===== config.mk =====
export PLATFORM = sky130hd
export DESIGN_NAME = i2s_rx
export DESIGN_NICKNAME = d
export VERILOG_FILES = /design/src/rtl/i2s_rx.sv
export SDC_FILE = /design/constraint.sdc
export NUM_CORES = 1
export LEC_CHECK = 0
export BUFFER_PORTS_ARGS = -buffer_cell sky130_fd_sc_hd__buf_4
export CORE_UTILIZATION = 40
export CTS_CLUSTER_SIZE = 24
export DETAILED_ROUTE_END_ITERATION = 12
export GPL_TIMING_DRIVEN = 0
export MAX_ROUTING_LAYER = met4
export PLACE_DENSITY = 0.66
export SYNTH_ARGS = -nofsm -noshare
export SYNTH_HDL_FRONTEND = slang
export SYNTH_SLANG_ARGS = --single-unit

===== constraint.sdc =====
create_clock -name clock -period 2.3 [get_ports clock]
set_input_delay 0.23 -clock clock [delete_from_list [all_inputs] [get_ports clock]]
set_output_delay 0.23 -clock clock [all_outputs]
set_load 0.005 [all_outputs]

===== src/rtl/i2s_rx.sv =====
// rtl/i2s_rx.sv - I2S receive deserializer: stereo sample pairs with valid/ready, frame error and overrun pulses
// Optional feature macro: I2S_RX_MONO_SUM_EN (both channels carry the mean of the pair when defined).

module i2s_rx #(
    parameter int DATA_WIDTH = 16,
    parameter int SLOT_WIDTH = 32
) (
    input  logic                  clock,
    input  logic                  reset,
    input  logic                  sclk,
    input  logic                  lrck,
    input  logic                  sdata,
    output logic [DATA_WIDTH-1:0] sample_left,
    output logic [DATA_WIDTH-1:0] sample_right,
    output logic                  sample_valid,
    input  logic                  sample_ready,
    output logic                  frame_err,
    output logic                  overrun
);

    // Counter must hold SLOT_WIDTH itself so over-long slots saturate instead of wrapping.
    localparam int CNT_W = $clog2(SLOT_WIDTH + 1);

    localparam logic [1:0] ST_IDLE  = 2'd0;
    localparam logic [1:0] ST_LEFT  = 2'd1;
    localparam logic [1:0] ST_RIGHT = 2'd2;

    localparam logic [CNT_W-1:0] CNT_DATA_LAST = CNT_W'(DATA_WIDTH - 1);
    localparam logic [CNT_W-1:0] CNT_DATA      = CNT_W'(DATA_WIDTH);
    localparam logic [CNT_W-1:0] CNT_SLOT_LAST = CNT_W'(SLOT_WIDTH - 1);
    localparam logic [CNT_W-1:0] CNT_SLOT      = CNT_W'(SLOT_WIDTH);

    // Synchronizer stages and edge-detect register.
    logic sclk_s1;
    logic sclk_s2;
    logic sclk_d;
    logic lrck_s1;
    logic lrck_s2;
    logic sdata_s1;
    logic sdata_s2;

    // Framing state.
    logic [1:0]            state;
    logic                  lrck_prev;
    logic [CNT_W-1:0]      bit_cnt;
    logic [DATA_WIDTH-1:0] shift_reg;
    logic [DATA_WIDTH-1:0] hold_left;
    logic                  left_ok;

    // Decoded per-cycle events.
    logic                  bit_edge;
    logic                  boundary;
    logic                  capture_edge;
    logic                  shifting;
    logic                  word_done;
    logic                  left_done;
    logic                  publish;
    logic                  slot_bad;
    logic [DATA_WIDTH-1:0] word_next;
    logic [DATA_WIDTH-1:0] pub_left;
    logic [DATA_WIDTH-1:0] pub_right;

    // Bring the three codec lines into the clock domain through two flops each.
    always_ff @(posedge clock or posedge reset) begin
        if (reset) begin
            sclk_s1  <= 1'b0;
            sclk_s2  <= 1'b0;
            sclk_d   <= 1'b0;
            lrck_s1  <= 1'b0;
            lrck_s2  <= 1'b0;
            sdata_s1 <= 1'b0;
            sdata_s2 <= 1'b0;
        end else begin
            sclk_s1  <= sclk;
            sclk_s2  <= sclk_s1;
            sclk_d   <= sclk_s2;
            lrck_s1  <= lrck;
            lrck_s2  <= lrck_s1;
            sdata_s1 <= sdata;
            sdata_s2 <= sdata_s1;
        end
    end

    // Decode bit edges, slot boundaries and word completion from the synced lines.
    always_comb begin
        bit_edge     = sclk_s2 & ~sclk_d;
        boundary     = bit_edge & (lrck_s2 != lrck_prev);
        capture_edge = bit_edge & ~boundary & (state != ST_IDLE);
        shifting     = capture_edge & (bit_cnt < CNT_DATA);
        word_next    = {shift_reg[DATA_WIDTH-2:0], sdata_s2};
        word_done    = capture_edge & (bit_cnt == CNT_DATA_LAST);
        left_done    = word_done & (state == ST_LEFT);
        publish      = word_done & (state == ST_RIGHT) & left_ok;
        // The boundary edge counts as one, so a correct slot ends with bit_cnt at SLOT_WIDTH-1.
        slot_bad     = boundary & (state != ST_IDLE) & (bit_cnt != CNT_SLOT_LAST);
    end

`ifdef I2S_RX_MONO_SUM_EN
    logic [DATA_WIDTH:0]   pair_sum;
    logic [DATA_WIDTH-1:0] pair_mean;

    // Sign-extended sum of both channels halved; low bits of the shifted sum are the mean.
    always_comb begin
        pair_sum  = {hold_left[DATA_WIDTH-1], hold_left} + {word_next[DATA_WIDTH-1], word_next};
        pair_mean = DATA_WIDTH'(pair_sum >> 1);
        pub_left  = pair_mean;
        pub_right = pair_mean;
    end
`else
    // Channels pass straight through to the output registers.
    always_comb begin
        pub_left  = hold_left;
        pub_right = word_next;
    end
`endif

    // Slot tracking, bit counting, shifting and the left-word holding register.
    always_ff @(posedge clock or posedge reset) begin
        if (reset) begin
            state     <= ST_IDLE;
            lrck_prev <= 1'b0;
            bit_cnt   <= '0;
            shift_reg <= '0;
            hold_left <= '0;
            left_ok   <= 1'b0;
        end else if (bit_edge) begin
            lrck_prev <= lrck_s2;
            if (boundary) begin
                // One-bit I2S delay: this edge's data belongs to no word.
                bit_cnt   <= '0;
                shift_reg <= '0;
                if (!lrck_s2) begin
                    state <= ST_LEFT;
                end else if (state != ST_IDLE) begin
                    state <= ST_RIGHT;
                end
                if (slot_bad) begin
                    left_ok <= 1'b0;
                end
            end else if (state != ST_IDLE) begin
                if (bit_cnt != CNT_SLOT) begin
                    bit_cnt <= bit_cnt + 1'b1;
                end
                if (shifting) begin
                    shift_reg <= word_next;
                end
                if (left_done) begin
                    hold_left <= word_next;
                    left_ok   <= 1'b1;
                end
                if (publish) begin
                    left_ok <= 1'b0;
                end
            end
        end
    end

    // Output pair registers, valid/ready handshake and the two status pulses.
    always_ff @(posedge clock or posedge reset) begin
        if (reset) begin
            sample_left  <= '0;
            sample_right <= '0;
            sample_valid <= 1'b0;
            frame_err    <= 1'b0;
            overrun      <= 1'b0;
        end else begin
            frame_err <= slot_bad;
            overrun   <= publish & sample_valid & ~sample_ready;
            if (publish) begin
                sample_left  <= pub_left;
                sample_right <= pub_right;
                sample_valid <= 1'b1;
            end else if (sample_valid && sample_ready) begin
                sample_valid <= 1'b0;
            end
        end
    end

endmodule


==> results.sh <==
export IMPL_rsz0062_at_grt="false"
export IMPL_syn_inst=220
export IMPL_tns_ns=0
export IMPL_seqCellArea_sq_um=2080
export IMPL_worstMarginPinSlew_ns=0.875
export IMPL_area_delta_synth_final_pct=20.6
export IMPL_yosysMostFrequentCell="dfrtp_1"
export IMPL_cts_root_buffer="clkbuf_8"
export IMPL_final_hold_violation_count=0
export IMPL_fillers=715
export IMPL_multi_input_area_sq_um=1130
export IMPL_syn_area_sq_um=3310
export IMPL_grt_pass1_wl_um=10000
export IMPL_cts_resized=0
export IMPL_ys_ff_latch=83
export IMPL_clk_pin_slew_ns=0.08
export IMPL_slew_headroom_pct=41.5
export IMPL_die_height_um=92.9
export IMPL_slew_viol_final=0
export IMPL_synth_edf_count=0
export IMPL_cpMostUsedCell="nor2_1"
export IMPL_p_total_w=0.00280
export IMPL_clk_latency_ns=0.36
export IMPL_vias=1917
export IMPL_gr_total_overflow=0
export IMPL_ys_seq_area_share_pct=62.8
export IMPL_ant_nets=0
export IMPL_rows=32
export IMPL_crit_family="simple AND/OR/NAND/NOR gates"
export IMPL_fin_crit_ns=1.91
export IMPL_synth_top_area_share_pct=62.8
export IMPL_via_per_inst=5.02
export IMPL_firstDrtPassIters=4
export IMPL_hold_class="in2async"
export IMPL_setup_violations=0
export IMPL_cpMaxStageDelayCell="nor2_1"
export IMPL_max_freq_ghz=0.523
export IMPL_cp_start_kind="flop"
export IMPL_maxCapViolations=0
export IMPL_pin_count=41
export IMPL_worstPathArrival_ns=2.21
export IMPL_slowest_delay_ns=0.38
export IMPL_drtIter0Drc=81
export IMPL_grt_usage_pct=15.9
export IMPL_synth_top_area_cell="dfrtp_1"
export IMPL_timing_worst_setup_path_type="reg2reg"
export IMPL_synthesis_nets=228
export IMPL_skew_ns=0.00983
export IMPL_htreeDepth=3
export IMPL_reg_largest_list="hold_left (16), sample_left (16), sample_right (16)"
export IMPL_ys_warn_count=0
export IMPL_core_sq_um=7850
export IMPL_cts_tree="done"
export IMPL_cp_num_buf_inv=2
export IMPL_p_leak_nw=2.03
export IMPL_port_buffers=40
export IMPL_wl_um=5830
export IMPL_numCtsBuffers=9
export IMPL_drc_errors=0
export IMPL_clk_path_buf_depth=2
export IMPL_fin_nets=283
export IMPL_synth_cell_types=40
export IMPL_drive_gt1_share_pct=45.4
export IMPL_hpwl_um=3960
export IMPL_gp_congestion=0.828
export IMPL_diodes=0
export IMPL_cts_setup_buffers=0
export IMPL_fp_dieW_um=92.9
export IMPL_crit_required_ns=2.60
export IMPL_endpoint_kind="flop"
export IMPL_antenna_found_initial=0
export IMPL_vdd_drop_max_v=0.000472
export IMPL_start_util_pct=42.2
export IMPL_path_cells="buf_2 -> xnor2_1 -> nor2_1 -> nor2_1 -> buf_4 -> a22o_1"
export IMPL_critPathMaxFanout=10
export IMPL_clock_sinks=83
export IMPL_grt_pass1_vias=1979
export IMPL_ys_flop_type="dfrtp_1"
export IMPL_synth_area_leaders="dfrtp_1 (63%), mux2_2 (13%), mux2_4 (4.1%), a22o_1 (4.0%), buf_6 (1.4%)"
export IMPL_grt_max_degree=44
export IMPL_avgRoutedWirePerCell_um=15.3
export IMPL_power_density_nw_per_um2=701
export IMPL_status="completed"
export IMPL_synth_commonest_cells="dfrtp_1 (83), mux2_2 (39), a22o_1 (15)"
export IMPL_async_flop_share_pct=100
export IMPL_synth_area_per_cell_sq_um=15.0
export IMPL_final_period_utilization_pct=83.2
export IMPL_die_area_sq_um=8640
worst paths after layout:
check                              from            to  slack, ns  cells past startpoint
max in group asynchronous         reset  shift_reg[9]       1.58                      3
min in group clock         sample_ready       overrun       0.13                      3
min reg2reg                     sclk_s1       sclk_s2       0.35                      0
max reg2reg                   lrck_prev  shift_reg[1]       0.39                      6
min                               reset       lrck_s1       0.04                      2
max                           lrck_prev  shift_reg[1]       0.39                      6
cells by family after synthesis:
family,synth area share (%)
buffers and inverters,2.95
XOR/XNOR,1.29
flip-flops,62.8
AO/OA/AOI/OAI,6.96
adder cells (fa/ha/maj),0.756
multiplexers,17.7
AND/OR/NAND/NOR,7.60
through the flow:
| step | utilization [%] | worst slack [ns] | hold slack [ns] | cell area (sq um) | cells |
|---|---|---|---|---|---|
| finish | 50.8 | 0.387 | 0.0423 | 3990 | 382 |
| global route | 50.8 | 0.260 | 0.109 | 3990 | 382 |
| CTS | 50.8 | 0.417 | 0.0552 | 3990 | 382 |
| detailed placement | 47.9 | 0.441 | 0.336 | 3760 | 363 |
| global placement | 47.7 | 0.497 | 0.333 | 3740 | 362 |
| floorplan | - | 0.690 | 0.261 | 3310 | 220 |
final cells by class:
type                            count  share of cell area [%]
Buffer                             10                    2.07
Sequential cell                    83                    52.1
Clock buffer                        9                    3.10
Timing Repair Buffer               44                    8.78
Multi-Input combinational cell    123                    28.4
Clock inverter                      7                    1.91
Tap cell                          102                    3.20
Inverter                            4                   0.470
per-layer routing:
layer	track usage, %	vias to the layer above	wire length, um
li1	-	895	-
met1	20.3	978	2670
met2	23.5	35	2870
met3	4.27	9	191
met4	7.31	0	102
met5	-	-	0
worst reg2reg max path, stage by stage (launching register included):
cell     delay [ns]
dfrtp_1        0.36
buf_2          0.17
xnor2_1        0.36
nor2_1         0.17
nor2_1         0.38
buf_4          0.27
a22o_1         0.15
placed cells by master, fill, tap and decap left out, drive strengths merged, types with 3 or more instances in the layout:
master / netlist / layout
dfrtp: 83 / 83
nand2: 11 / 11
a22o: 16 / 16
nor3b: 3 / 3
nor2: 9 / 9
nand3: 4 / 4
mux2: 48 / 48
dlygate4sd3: 0 / 3
clkinv: 0 / 3
inv: 4 / 5
clkbuf: 1 / 10
buf: 9 / 50
o21ai: 6 / 6
report_power, final:
part	internal [W]	total, W	switching, W
registers	0.00150	0.00155	0.0000450
clock network	0.000511	0.00106	0.000545
logic	0.0000796	0.000194	0.000114
repair_timing:
item,in CTS,in global routing
setup endpoints to repair,0,0
hold buffers,3,0
endpoints found under the hold margin,3,0
(Power assumes the default switching activity.)
